==> src/rtl/if_stage.sv <==
`default_nettype none
// ============================================================================
// if_stage: PC register, instruction-memory address and IF/ID pipeline register.
// Optional macro IF_MISALIGN_TRAP_EN: misaligned redirects trap instead of being
// silently aligned.  Revision: 1.0
// ============================================================================
module if_stage #(
  parameter logic [31:0] RESET_PC = 32'h0000_0000,
  parameter logic [31:0] NOP_INST = 32'h0000_0013
) (
  input  logic        i_clk,
  input  logic        i_rst_n,
  input  logic        i_pc_sel,
  input  logic [31:0] i_alu_data,
  input  logic        i_stall,
  output logic [31:0] o_imem_addr,
  input  logic [31:0] i_imem_rdata,
  output logic [31:0] o_pc_id,
  output logic [31:0] o_pc4_id,
  output logic [31:0] o_inst_id,
  output logic        o_valid_id,
  output logic        o_misaligned
);

  typedef enum logic [1:0] {
    S_BOOT = 2'd0,
    S_RUN  = 2'd1,
    S_TRAP = 2'd2
  } state_t;

  state_t      state_q, state_d;
  logic [31:0] pc_q, pc_d;
  logic [31:0] pc_id_q, pc_id_d;
  logic [31:0] pc4_id_q, pc4_id_d;
  logic [31:0] inst_id_q, inst_id_d;
  logic        valid_id_q, valid_id_d;
  logic        mis_q, mis_d;
  logic [31:0] w_pc_plus4;

  assign w_pc_plus4 = pc_q + 32'd4;

  always_comb begin
    state_d    = state_q;
    pc_d       = pc_q;
    pc_id_d    = pc_id_q;
    pc4_id_d   = pc4_id_q;
    inst_id_d  = inst_id_q;
    valid_id_d = valid_id_q;
    mis_d      = mis_q;

    case (state_q)
      S_BOOT: begin
        state_d = S_RUN;
      end
      S_RUN: begin
        if (i_pc_sel) begin
          // The instruction fetched this cycle is wrong-path: squash it.
          pc_id_d    = 32'd0;
          pc4_id_d   = 32'd0;
          inst_id_d  = NOP_INST;
          valid_id_d = 1'b0;
`ifdef IF_MISALIGN_TRAP_EN
          if (i_alu_data[1:0] != 2'b00) begin
            mis_d   = 1'b1;
            state_d = S_TRAP;
          end else begin
            pc_d = i_alu_data;
          end
`else
          pc_d = {i_alu_data[31:2], 2'b00};
`endif
        end else if (!i_stall) begin
          pc_d       = w_pc_plus4;
          pc_id_d    = pc_q;
          pc4_id_d   = w_pc_plus4;
          inst_id_d  = i_imem_rdata;
          valid_id_d = 1'b1;
        end
      end
      default: begin
        pc_id_d    = 32'd0;
        pc4_id_d   = 32'd0;
        inst_id_d  = NOP_INST;
        valid_id_d = 1'b0;
      end
    endcase
  end

  always_ff @(posedge i_clk) begin
    if (!i_rst_n) begin
      state_q    <= S_BOOT;
      pc_q       <= RESET_PC;
      pc_id_q    <= 32'd0;
      pc4_id_q   <= 32'd0;
      inst_id_q  <= NOP_INST;
      valid_id_q <= 1'b0;
      mis_q      <= 1'b0;
    end else begin
      state_q    <= state_d;
      pc_q       <= pc_d;
      pc_id_q    <= pc_id_d;
      pc4_id_q   <= pc4_id_d;
      inst_id_q  <= inst_id_d;
      valid_id_q <= valid_id_d;
      mis_q      <= mis_d;
    end
  end

  assign o_imem_addr = pc_q;
  assign o_pc_id     = pc_id_q;
  assign o_pc4_id    = pc4_id_q;
  assign o_inst_id   = inst_id_q;
  assign o_valid_id  = valid_id_q;

`ifdef IF_MISALIGN_TRAP_EN
  assign o_misaligned = mis_q;
`else
  // Low target bits are discarded when the trap is compiled out.
  logic w_unused_lsbs;
  assign w_unused_lsbs = ^{i_alu_data[1:0], mis_q};
  assign o_misaligned  = 1'b0;
`endif

endmodule
`default_nettype wire

==> config.mk <==
export PLATFORM = sky130hd
export DESIGN_NAME = if_stage
export DESIGN_NICKNAME = d
export VERILOG_FILES = /design/src/rtl/if_stage.sv
export SDC_FILE = /design/constraint.sdc
export NUM_CORES = 1
export LEC_CHECK = 0
export ABC_AREA = 0
export CORE_MARGIN = 5
export CORE_UTILIZATION = 50
export CTS_CLUSTER_SIZE = 28
export DETAILED_ROUTE_END_ITERATION = 8
export DONT_BUFFER_PORTS = 1
export HOLD_SLACK_MARGIN = 0.1
export PLACE_DENSITY = 0.68
export SLEW_MARGIN = 5
export SYNTH_ARGS = -nofsm -noshare
export SYNTH_HDL_FRONTEND = slang
export SYNTH_SLANG_ARGS = --single-unit
export TNS_END_PERCENT = 1
==> constraint.sdc <==
create_clock -name i_clk -period 2.37 [get_ports i_clk]
set_clock_uncertainty 0.2 [all_clocks]
set_input_delay 0.711 -clock i_clk [delete_from_list [all_inputs] [get_ports i_clk]]
set_output_delay 0.711 -clock i_clk [all_outputs]
set_load 0.03 [all_outputs]
==> summary.txt <==
Place
  • DP Area: 5702 sq um
  • Gpl congestion: 0.8743
  • Port bufs: 0
  • Detail Placement HPWL: 11.83 mm

Setup path
  • Worst setup path startpoint: o_imem_addr[2]
  • Reg2Reg Launch Point: o_imem_addr[2]
  • Worst EP arrival: 2.46 ns
  • CP max FO: 8
  • Setup crit end kind: flop
  • Critical path data required time: 2.57 ns
  • Startpoint types: flop
  • CP Class: reg2reg

Power and ir drop
  • Leakage power: 2.352 nW
  • Peak VDD IR: 0.5830 mV
  • PD cells: 835.9 nW/um^2

Final layout
  • Antenna diodes: 0
  • Layout area overhead: 16.84%
  • Layout cells sized above 1: 15.63%
  • Design Area, Final: 6301 sq um
  • Nets: 698

Timing
  • Setup-failing EPs final: 0
  • Least-Margin Pin Slew: 0.5521 ns
  • Peak Freq: 0.4434 GHz
  • Max Slew Vio Count: 0
  • Slew headroom: 63.14%
  • Tmin final: 2.255 ns
  • Period utilisation layout: 95.17%
  • Final setup TNS: 0 ns
  • Final Hold Fails: 0
  • RSZ-0062 raised after global routing: no

Synth
  • Synth async-reset ratio: 0%
  • Synth Register Bits: 125
  • Seq/Total Area, Yosys: 46.40%
  • Post-synth EDFFs: 0
  • Mapped Avg Cell Area: 8.712 sq um
  • Cell taking the most area after synthesis: dfxtp_1
  • Gate Count Post-Synth: 619
  • Warnings from Yosys: 0
  • Commonest cells post-synth: dfxtp_1 (125), nor2_1 (92), a22oi_1 (70)
  • Main synth FF type: dfxtp_1
  • Top cell type's share of synthesized area: 46.40%
  • Most common cell in the synthesized netlist: dfxtp_1
  • Area of the mapped netlist: 5393 sq um
  • Distinct cell type count of the synthesized netlist: 54
  • Synth top area cells: dfxtp_1 (46%), a22oi_1 (9.7%), nor2_1 (6.4%), nand2_1 (3.8%), clkbuf_1 (2.8%)

Clocking
  • # hold bufs at CTS: 2
  • CTS Buf Count: 17
  • Post-CTS Setup Bufs: 0
  • Clk Latency, worst-skew pair: 0.53 ns
  • Root Driver: clkbuf_8
  • H-Tree Depth: 4
  • Worst-path clk slew: 0.06 ns
  • CTS Sinks: 125
  • Post-CTS sizing: 0
  • CTS tree: yes
  • Maximum clock path buffer count: 2

Global route
  • Vias in the first global route: 4,594
  • Gr usage total: 25.60%
  • Antenna violations before repair: 0
  • First-pass GRT wire length: 25.65 mm
  • GRT overflow: 0
  • Largest net degree at the start of global routing: 70

Outcome
  • Status: completed

Die
  • Die H: 113.9 um
  • Chip width: 113.9 um
  • Core footprint: 10,700 sq um
  • Rows: 38
  • Top Ports: 198
  • Die area: 12,960 sq um
  • Initial Utilization: 50.41%

Routing
  • DRC: 0
  • WL per Instance: 21.15 um
  • First-pass iteration count of the detailed router: 5
  • Overall routed net length: 16.50 mm
  • Via-per-instance ratio: 5.956
  • Post-route ant nets: 0
  • Routed vias: 4,646
  • Number of DRC markers in iteration 0: 320

Hold path
  • Hold path startpoint: i_imem_rdata[0]
  • Hold crit path type: in2reg

Flow run
  • MaxCap Viol Count: 0
[path summary, 6_finish.rpt]
path	endpoint	slack [ns]	cells past startpoint
min	o_inst_id[0]	0.12	2
max reg2reg	o_imem_addr[24]	0.11	7
max	o_imem_addr[24]	0.11	7
min reg2reg	o_pc4_id[30]	0.39	2
[logic make-up (layout without fill, tap and decap cells)]
group                    after synthesis  count (layout)  share of synthesized area [%]
adder cells (fa/ha/maj)                1               1                         0.2320
buffers and inverters                 72              91                          6.659
flip-flops                           125             125                          46.40
XOR/XNOR                              25              25                          4.060
AO/OA/AOI/OAI                        165             165                          20.70
AND/OR/NAND/NOR                      227             227                          21.32
multiplexers                           3               3                         0.5569
other                                  1               3                        0.06954
[registers in the layout, summed over array words and instances, names as in the netlist]
name and cells:
o_valid_id 1, o_pc_id 31, state_q 1, o_pc4_id 30
o_inst_id 32, o_imem_addr 30
[per-stage QoR]
step	cells	utilization (%)	power (mW)	hold slack, ns	setup slack [ns]
after floorplan	621	-	2.620	0.3658	0.02320
after global placement	748	53.30	2.737	0.3807	0.1456
after detailed placement	748	53.30	2.748	0.3866	0.1292
after CTS	780	58.90	5.297	0.1000	0.1083
after global routing	780	58.90	5.450	0.1038	0.01443
final	780	58.90	5.267	0.1204	0.1145
[power breakdown]
part | internal, mW | switching, mW
clock | 1.67 | 0.887
sequential | 2.16 | 0.109
combinational | 0.149 | 0.294
total | 3.98 | 1.29
[area by class of cell]
cell class              count  area [sq um]
flip-flops and latches    125          2505
multi-input cells         424          2556
inverters                   4         15.01
fillers                   963          4397
repair buffers             57         470.5
clock inverters             7         112.6
clock buffers              23         466.7
well taps                 140         175.2
[metal layers]
metal  GRT usage (%)  share of wire, %  wire length [um]  up-vias
li1                -                 -                 -     2218
met1           32.46                40              6673     2171
met2           40.44                48              7866      227
met3           9.178               9.8              1614       30
met4           8.947               2.1               340        0
met5               0                 0                 0        -
[critical path, cell delays in order (launching register included)]
cell     delay [ns]
dfxtp_2        0.32
ha_1           0.21
nand4_4        0.12
or2_1          0.41
buf_4          0.23
nor4_4         0.32
mux2i_1        0.22
o22ai_1        0.08
[cell usage in the layout (no fill, tap or decap), drive strengths merged, types with 2 or more instances in the layout]
cell and instances:
nand4 10, xnor2 16, conb 3, a22o 2, mux2i 3, o211ai 3
a21oi 17, clkbuf 23, o21ai 31, inv 3, a21o 4, nand3 21
nor3 10, or4 3, o22ai 11, a211oi 6, dlygate4sd3 2, dfxtp 125
o31ai 5, buf 55, and3 16, a311oi 4, nor2b 2, or2 3
xor2 9, clkinv 4, nor4 8, and2 2, and4 3, a31oi 6
a22oi 70, nand2 54, nor2 92, bufinv 3
(Power assumes the default switching activity.)
